**config.mk**
```make
export PLATFORM = sky130hd
export DESIGN_NAME = jk_bank_writer_flat
export DESIGN_NICKNAME = d
export VERILOG_FILES = /design/src/rtl/jk_pkg.sv /design/src/rtl/jk_bank_writer_if.sv /design/src/rtl/jk_excite.sv /design/src/rtl/jk_bank_writer.sv /design/src/flat_wrapper.sv
export SDC_FILE = /design/constraint.sdc
export NUM_CORES = 1
export LEC_CHECK = 0
export CAP_MARGIN = 20
export CORE_ASPECT_RATIO = 0.75
export CORE_MARGIN = 2
export CORE_UTILIZATION = 40
export CTS_BUF_LIST = sky130_fd_sc_hd__clkbuf_8 sky130_fd_sc_hd__clkbuf_16
export DETAILED_ROUTE_END_ITERATION = 8
export PLACE_DENSITY = 0.74
export SLEW_MARGIN = 10
export SYNTH_ARGS = -nofsm -noshare
export SYNTH_HDL_FRONTEND = slang
export SYNTH_SLANG_ARGS = --single-unit
```
**constraint.sdc**
```tcl
create_clock -name clk -period 2.6 [get_ports clk]
set_clock_uncertainty 0.2 [all_clocks]
set_input_delay 0.52 -clock clk [delete_from_list [all_inputs] [get_ports clk]]
set_output_delay 0.52 -clock clk [all_outputs]
set_load 0.01 [all_outputs]
```
**src/rtl/jk_pkg.sv**
```systemverilog
// -----------------------------------------------------------------------------
// jk_pkg
//   Shared types and helpers for drivers of JK flip-flop banks.
//   - state_e     : controller FSM states (IDLE, DRIVE, CHECK)
//   - jk_code_e   : {j,k} excitation codes (HOLD, RST, SET, TGL)
//   - jk_code()   : per-bit excitation from (q, target, mask)
// -----------------------------------------------------------------------------
package jk_pkg;

  typedef enum logic [1:0] {
    IDLE  = 2'd0,
    DRIVE = 2'd1,
    CHECK = 2'd2
  } state_e;

  // Encoded as {j,k}.
  typedef enum logic [1:0] {
    HOLD = 2'b00,
    RST  = 2'b01,
    SET  = 2'b10,
    TGL  = 2'b11
  } jk_code_e;

  // Bits that are unmasked or already correct hold; everything else uses the
  // explicit set/reset form. Toggle is never produced: it depends on the
  // current Q, so a stale Q sample could flip a bit the wrong way.
  function automatic jk_code_e jk_code(input logic q, input logic t, input logic m);
    if (!m || (q == t)) return HOLD;
    return t ? SET : RST;
  endfunction

endpackage

```
**src/rtl/jk_bank_writer_if.sv**
```systemverilog
// -----------------------------------------------------------------------------
// jk_bank_writer_if
//   Valid/ready write-request bus into jk_bank_writer.
//   req_valid : request present               (master -> slave)
//   req_ready : slave can accept              (slave  -> master)
//   req_data  : target word, WIDTH bits       (master -> slave)
//   req_mask  : 1 = write/check bit           (master -> slave)
// -----------------------------------------------------------------------------
interface jk_bank_writer_if #(
  parameter int WIDTH = 8
);
  logic             req_valid;
  logic             req_ready;
  logic [WIDTH-1:0] req_data;
  logic [WIDTH-1:0] req_mask;

  modport master (
    output req_valid,
    output req_data,
    output req_mask,
    input  req_ready
  );

  modport slave (
    input  req_valid,
    input  req_data,
    input  req_mask,
    output req_ready
  );
endinterface

```
**src/rtl/jk_excite.sv**
```systemverilog
// -----------------------------------------------------------------------------
// jk_excite
//   Combinational WIDTH-wide JK excitation encoder.
//   q_fb_i     : current Q of the bank
//   tgt_i      : desired value
//   msk_i      : 1 = bit participates, 0 = hold
//   j_next_o   : J excitation per bit
//   k_next_o   : K excitation per bit
// -----------------------------------------------------------------------------
module jk_excite
  import jk_pkg::*;
#(
  parameter int WIDTH = 8
) (
  input  logic [WIDTH-1:0] q_fb_i,
  input  logic [WIDTH-1:0] tgt_i,
  input  logic [WIDTH-1:0] msk_i,
  output logic [WIDTH-1:0] j_next_o,
  output logic [WIDTH-1:0] k_next_o
);

  for (genvar g = 0; g < WIDTH; g++) begin : g_bit
    assign {j_next_o[g], k_next_o[g]} = jk_code(q_fb_i[g], tgt_i[g], msk_i[g]);
  end

endmodule

```
**src/rtl/jk_bank_writer.sv**
```systemverilog
// -----------------------------------------------------------------------------
// jk_bank_writer
//   Write controller for a WIDTH-bit bank of JK flops. Accepts a masked target
//   word, drives J/K excitation for one cycle, reads the bank back and retries
//   up to MAX_RETRY extra times on mismatch.
//   clk       : system clock, rising edge
//   rst       : synchronous reset, active-high
//   req       : request bus (slave side of jk_bank_writer_if)
//   q_fb      : Q outputs of the bank
//   j, k      : registered J/K inputs to the bank
//   busy      : controller is not IDLE
//   done      : one-cycle pulse, masked bank bits match the target
//   err       : one-cycle pulse, retries exhausted with a mismatch
// -----------------------------------------------------------------------------
module jk_bank_writer
  import jk_pkg::*;
#(
  parameter int WIDTH     = 8,
  parameter int MAX_RETRY = 3
) (
  input  logic                clk,
  input  logic                rst,
  jk_bank_writer_if.slave     req,
  input  logic [WIDTH-1:0]    q_fb,
  output logic [WIDTH-1:0]    j,
  output logic [WIDTH-1:0]    k,
  output logic                busy,
  output logic                done,
  output logic                err
);

  // $clog2(1) is 0, so MAX_RETRY=0 still needs a 1-bit counter.
  localparam int RCW = (MAX_RETRY > 0) ? $clog2(MAX_RETRY + 1) : 1;
  localparam logic [RCW-1:0] RETRY_LIMIT = RCW'(MAX_RETRY);

  state_e           state_q, state_d;
  logic [WIDTH-1:0] tgt_q,   tgt_d;
  logic [WIDTH-1:0] msk_q,   msk_d;
  logic [RCW-1:0]   cnt_q,   cnt_d;
  logic [WIDTH-1:0] j_q,     j_d;
  logic [WIDTH-1:0] k_q,     k_d;
  logic             done_q,  done_d;
  logic             err_q,   err_d;

  logic [WIDTH-1:0] exc_tgt, exc_msk;
  logic [WIDTH-1:0] exc_j,   exc_k;
  logic             mismatch;

  // In IDLE the excitation is computed from the incoming request so j/k are
  // ready in the very next (DRIVE) cycle; in CHECK it uses the latched target.
  assign exc_tgt = (state_q == IDLE) ? req.req_data : tgt_q;
  assign exc_msk = (state_q == IDLE) ? req.req_mask : msk_q;

  jk_excite #(.WIDTH(WIDTH)) u_excite (
    .q_fb_i   (q_fb),
    .tgt_i    (exc_tgt),
    .msk_i    (exc_msk),
    .j_next_o (exc_j),
    .k_next_o (exc_k)
  );

  assign mismatch = |((q_fb ^ tgt_q) & msk_q);

  // NOTE: every signal written here gets a default first, so no path through
  // the case statement can leave one unassigned and infer a latch.
  always_comb begin
    state_d = state_q;
    tgt_d   = tgt_q;
    msk_d   = msk_q;
    cnt_d   = cnt_q;
    j_d     = '0;
    k_d     = '0;
    done_d  = 1'b0;
    err_d   = 1'b0;

    unique case (state_q)
      IDLE: begin
        if (req.req_valid) begin
          tgt_d   = req.req_data;
          msk_d   = req.req_mask;
          cnt_d   = '0;
          j_d     = exc_j;
          k_d     = exc_k;
          state_d = DRIVE;
        end
      end

      // j/k defaults to zero, so they are nonzero only in DRIVE cycles.
      DRIVE: state_d = CHECK;

      CHECK: begin
        if (!mismatch) begin
          done_d  = 1'b1;
          state_d = IDLE;
        end else if (cnt_q < RETRY_LIMIT) begin
          cnt_d   = cnt_q + RCW'(1);
          j_d     = exc_j;
          k_d     = exc_k;
          state_d = DRIVE;
        end else begin
          err_d   = 1'b1;
          state_d = IDLE;
        end
      end

      default: state_d = IDLE;
    endcase
  end

  // NOTE: state registers use non-blocking assignments so every register
  // samples the pre-edge value of the others, independent of statement order.
  always_ff @(posedge clk) begin
    if (rst) begin
      state_q <= IDLE;
      tgt_q   <= '0;
      msk_q   <= '0;
      cnt_q   <= '0;
      j_q     <= '0;
      k_q     <= '0;
      done_q  <= 1'b0;
      err_q   <= 1'b0;
    end else begin
      state_q <= state_d;
      tgt_q   <= tgt_d;
      msk_q   <= msk_d;
      cnt_q   <= cnt_d;
      j_q     <= j_d;
      k_q     <= k_d;
      done_q  <= done_d;
      err_q   <= err_d;
    end
  end

  assign req.req_ready = (state_q == IDLE);
  assign busy          = (state_q != IDLE);
  assign j             = j_q;
  assign k             = k_q;
  assign done          = done_q;
  assign err           = err_q;

endmodule

```
**src/flat_wrapper.sv**
```systemverilog
// flat-port wrapper written by rule: the top's interface ports become plain ports
module jk_bank_writer_flat import jk_pkg::*;
#(
  parameter int WIDTH     = 8,
  parameter int MAX_RETRY = 3
)
  (clk, rst, q_fb, j, k, busy, done, err, req_req_valid, req_req_data, req_req_mask, req_req_ready);
  jk_bank_writer_if #(.WIDTH(WIDTH)) req_i ();
  input  logic clk;
  input  logic rst;
  input  logic [WIDTH-1:0] q_fb;
  output logic [WIDTH-1:0] j;
  output logic [WIDTH-1:0] k;
  output logic busy;
  output logic done;
  output logic err;
  input wire logic [$bits(req_i.req_valid)-1:0] req_req_valid;
  input wire logic [$bits(req_i.req_data)-1:0] req_req_data;
  input wire logic [$bits(req_i.req_mask)-1:0] req_req_mask;
  output wire logic [$bits(req_i.req_ready)-1:0] req_req_ready;
  assign req_i.req_valid = req_req_valid;
  assign req_i.req_data = req_req_data;
  assign req_i.req_mask = req_req_mask;
  assign req_req_ready = req_i.req_ready;
  jk_bank_writer #(.WIDTH(WIDTH), .MAX_RETRY(MAX_RETRY)) u_core (.clk(clk), .rst(rst), .req(req_i), .q_fb(q_fb), .j(j), .k(k), .busy(busy), .done(done), .err(err));
endmodule
```
==> flow_summary.yaml <==
run_status:
  status: "finished clean"
route:
  drt.antenna.violating_nets: 0
  drtIter0Drc: 100
  drcViolationCount: 0
  dr.pass1.iters: 4
  via_per_inst: 5.31
  routedWlPerCell_um: 13.5
  finalWirelength_um: 3930
  vias: 1551
cts:
  htreeDepth: 2
  cts_made_buffers: 5
  cts_root_buf: "clkbuf_8"
  cts_setup_buffers: 0
  insertion_delay_ps: 290
  cts_resized: 0
  cts_hold_buf: 0
  clk_pin_slew_ps: 70
  clk_path_buf_depth: 2
  cts_tree: "yes"
  cts_sinks: 38
critical_path:
  cp.required_ps: 1880
  worstSetupEndpointType: "primary output"
  path_class: "flop to primary output"
  max_stage_delay_ps: 640
  crit_path_top_delay_cell: "clkdlybuf4s50_1"
  worstPathMaxFanout: 11
  cp_num_buf_inv: 1
  start_kind: "flop"
  cp_top_family: "buffers and inverters"
  cp.arrival_ps: 1710
  crit_chain: "or2_1 -> clkdlybuf4s50_1"
timing:
  timing.final.crit_period_ps: 2430
  tightestPinTransition_ps: 490
  fin_crit_sh: 0.935
  fin_setup_tns_ps: 0
  slew_violations: 0
  setup_viol: 0
  rsz0062_at_grt: "false"
  fin_ws_ps: 169
  hold_violations: 0
  slew_headroom: 0.673
  fmax_ghz: 0.411
  fin_hold_ws_ps: 257
synth:
  synth_top_area_share: 0.445
  synthesis.nets: 216
  ys_warn_count: 0
  yosys-top-cells-area: "dfxtp_1 (45%), nor3b_1 (7.9%), nand2_1 (7.7%)"
  synth_area_leader_cell: "dfxtp_1"
  synth-seq-cells: 38
  synth_cell_type_count: 29
  syn-cell-area_um2: 1710
  syn_inst: 188
  synth.avg_cell_area_um2: 9.08
  ys_seq_area_frac: 0.445
floorplanning:
  die_w_um: 79.5
  num_rows: 20
  die_y_um: 60.6
  io_pins: 47
  die_area_um2: 4810
  start_util: 0.419
  core_um2: 4080
power:
  power_density_nw_per_um2: 542
  leakage_nw: 0.839
  ir_drop_mv: 0.251
cells_and_area:
  synthToLayoutAreaGrowth_pct: 36.0
  layout.nets: 264
  layout_commonest_cell: "clkdlybuf4s50_1"
  fin_cells: 292
  fin_area_um2: 2320
  layout_common_cells: "clkdlybuf4s50_1 (46), dfxtp_1 (38), nand2_1 (35)"
  antenna_cells: 0
  drive_above_1_share: 0.101
min_path:
  hold_path.class: "flop to flop"
place:
  place_congestion: 0.814
  place_area_um2: 2230
  placedCellCount: 284
  io_buffer_count: 46
  place_hpwl_um: 2720
  dp_slack_ps: 50.2
global_routing:
  grt_max_degree: 41
  grt_pass1_wl_um: 6410
  grt_util_all_layers: 0.175
  grt.overflow.total: 0
  grt_antenna_before_repair: 0
  grt_pass1_vias: 1386
run:
  max_cap_viol_count: 0
area by class of cell:
class                           instances  area (um^2)
Timing Repair Buffer                   54          533
Sequential cell                        38          761
Fill cell                             393         1760
Multi-Input combinational cell        136          861
Clock inverter                          2         8.76
Clock buffer                            6         82.6
Inverter                                1         8.76
Tap cell                               55         68.8
state kept, by name, indices dropped and copies added (netlist names):
signal,count
u_core.j,8
u_core.k,8
u_core.msk_q,8
u_core.tgt_q,8
u_core.cnt_q,2
u_core.state_q,2
u_core.done,1
u_core.err,1
through the flow:
stage / util / power, mW
after global routing: 0.570 / 1.32
after detailed placement: 0.547 / 0.859
final: 0.570 / 1.26
after global placement: 0.547 / 0.856
after CTS: 0.570 / 1.27
after floorplan: - / 0.762
where the power goes:
| group | internal (mW) | switching, mW | total (mW) |
|---|---|---|---|
| clock | 0.210 | 0.202 | 0.412 |
| sequential | 0.605 | 0.0199 | 0.625 |
| combinational | 0.106 | 0.115 | 0.221 |
| total | 0.921 | 0.337 | 1.26 |
cells in the mapped netlist:
master	number
nand2_1	35
or3b_2	1
buf_6	3
or2_1	1
a22oi_1	4
dfxtp_1	38
and2_1	1
o21ai_0	8
a211oi_1	8
nand3b_1	1
clkinv_4	1
o21ai_4	1
and3_1	8
a21oi_1	17
nor2_2	1
nor2_1	2
ha_1	1
a2111oi_2	4
a31oi_1	8
nor3b_1	18
clkbuf_1	5
mux2i_1	1
a2111oi_0	4
nand2b_1	1
xor2_1	8
mux2_2	1
nor4b_1	1
buf_2	5
nor4_1	1
cells by family after synthesis:
kind of cell | share of synthesized area
simple gates | 0.223
xor+xnor | 0.0410
fa+ha+maj | 0.00732
buf+inv | 0.0505
compound gates | 0.221
flops | 0.445
mux | 0.0125
worst paths after layout:
check / endpoint / slack [ps] / cells after the start / start
max: busy / 170 / 2 / u_core.state_q[1]$_SDFFE_PP0P_
min: u_core.state_q[1]$_SDFFE_PP0P_ / 260 / 1 / u_core.state_q[1]$_SDFFE_PP0P_
max reg2reg: u_core.j[0]$_SDFF_PP0_ / 440 / 6 / u_core.state_q[1]$_SDFFE_PP0P_
min reg2reg: u_core.state_q[1]$_SDFFE_PP0P_ / 260 / 1 / u_core.state_q[1]$_SDFFE_PP0P_
layer usage:
layer / part of all wire / track usage / vias up
met5: 0 / 0 / -
met4: 0.016 / 0.0567 / 0
met3: 0.081 / 0.0714 / 8
met2: 0.42 / 0.255 / 52
met1: 0.48 / 0.239 / 715
li1: - / - / 776
Power figures use the tool's default switching activity.
==> patch (config.mk and constraints unchanged) <==
Encoding of `state_e`: now one-hot (3 bits for 3 states).
--- a/src/rtl/jk_pkg.sv
+++ b/src/rtl/jk_pkg.sv
@@ -8,8 +8,8 @@
 package jk_pkg;
 
-  typedef enum logic [1:0] {
-    IDLE  = 2'd0,
-    DRIVE = 2'd1,
-    CHECK = 2'd2
+  typedef enum logic [2:0] {
+    IDLE  = 3'b001,
+    DRIVE = 3'b010,
+    CHECK = 3'b100
   } state_e;
 
Formal check against the unedited RTL: no difference found for any inputs over 10 cycles, from zero or initial values and one cycle with rst high; not proved beyond that.
==> patch against the unedited design <==
- final cell count up 4.1%
- critical path type unchanged
- worst hold slack better by 37 ps
- critical path depth up 1
- global-route usage up 1.1 points
- sequential cell count up 1
- cell area up 5.9%
- total power up 5.9%
- routed wire length up 9.8%
- critical endpoint is now req_req_ready
- worst setup slack worse by 59 ps
- area after synthesis up 4.1%
==> patch: results (changes against the unedited design) <==
[outcome]
status=completed  ; unchanged

[finish]
nFillCells=390  ; was 393
nNetsFinal=276  ; was 264
drive_gt1_share_pct=14.1  ; was 10.1%
seq_area_um2=781  ; was 761 um2

[routing]
wl_met1_um=2030  ; was 1880 um
met3WireLength_um=295  ; was 320 um
via_per_inst=5.30  ; was 5.31
wl_met2_um=1930  ; was 1670 um

[critical_path]
crit_path_max_fanout=6  ; was 11
slowest_delay_ps=520  ; was 640 ps
r2r_start=u_core.state_q[2]  ; was u_core.state_q[1]
regToRegEndpoint=u_core.j[3]  ; was u_core.j[0]
startpoint=u_core.state_q[2]  ; was u_core.state_q[1]
regToRegSetupSlack_ps=570  ; was 440 ps

[power]
leakagePower_nw=0.906  ; was 0.839 nW
ir_drop_uv=298  ; was 251 uV

[logic_synthesis]
ys_types=28  ; was 29
synth_compound_area_share_pct=24.3  ; was 22.1%
synth_mux_area_share_pct=1.20  ; was 1.25%
netlist_area_mm2=0.00178  ; was 0.00171 mm2
synth-xor-area-share_pct=3.94  ; was 4.10%
synth_fa_ha_area_share_pct=0.704  ; was 0.733%
synth_area_leaders=dfxtp_1 (44%), nand2_1 (7.2%), nor3b_1 (7.2%)  ; was dfxtp_1 (45%), nor3b_1 (7.9%), nand2_1 (7.7%)
synth_common_cells=dfxtp_1 (39), nand2_1 (34), a21oi_1 (18), nor3b_1 (17), and3_1 (9)  ; was dfxtp_1 (38), nand2_1 (35), nor3b_1 (18), a21oi_1 (17)

[place]
place_area_mm2=0.00236  ; was 0.00223 mm2
dpl.hpwl_um=2980  ; was 2720 um
place_congestion=0.837  ; was 0.814

[worst_hold_path]
holdPathEnd=u_core.msk_q[4]  ; was u_core.state_q[1]
min_from=u_core.msk_q[4]  ; was u_core.state_q[1]

[sta]
hold_slack_ps=293  ; was 257 ps

[grt]
grt_pass1_wl_um=6930  ; was 6410 um
use_met1_pct=24.1  ; was 23.9%
met2_usage_pct=29.2  ; was 25.5%

-- patch: cell type report --
cell class              instances  share of cell area [%]
multi-input cells             139                    37.0
flip-flops and latches         39                    31.7
repair buffers                 62                    24.1
clock buffers                   7                    3.91
well taps                      55                    2.80
inverters                       1                   0.356
clock inverters                 1                   0.153
-- patch: power by group --
| part | switching (mW) | internal [mW] |
|---|---|---|
| combinational | 0.120 | 0.119 |
| sequential | 0.0218 | 0.620 |
| clock | 0.214 | 0.238 |
| total | 0.356 | 0.977 |
-- patch: through the flow --
stage / setup WS [ps] / std cells
after global placement: -0.904 / 296
after detailed placement: -73.5 / 296
final: 110 / 304
after floorplan: 558 / 193
after global routing: 51.9 / 304
after CTS: 103 / 304
-- patch: how the worst max path moves through the flow --
stage	to	slack, ps
4_1_cts	req_req_ready	100
3_5_place_dp	u_core.j[3]	-70
5_1_grt	req_req_ready	50
6_report	req_req_ready	110
3_3_place_gp	u_core.j[5]	-0.9
2_1_floorplan	u_core.cnt_q[0]	560
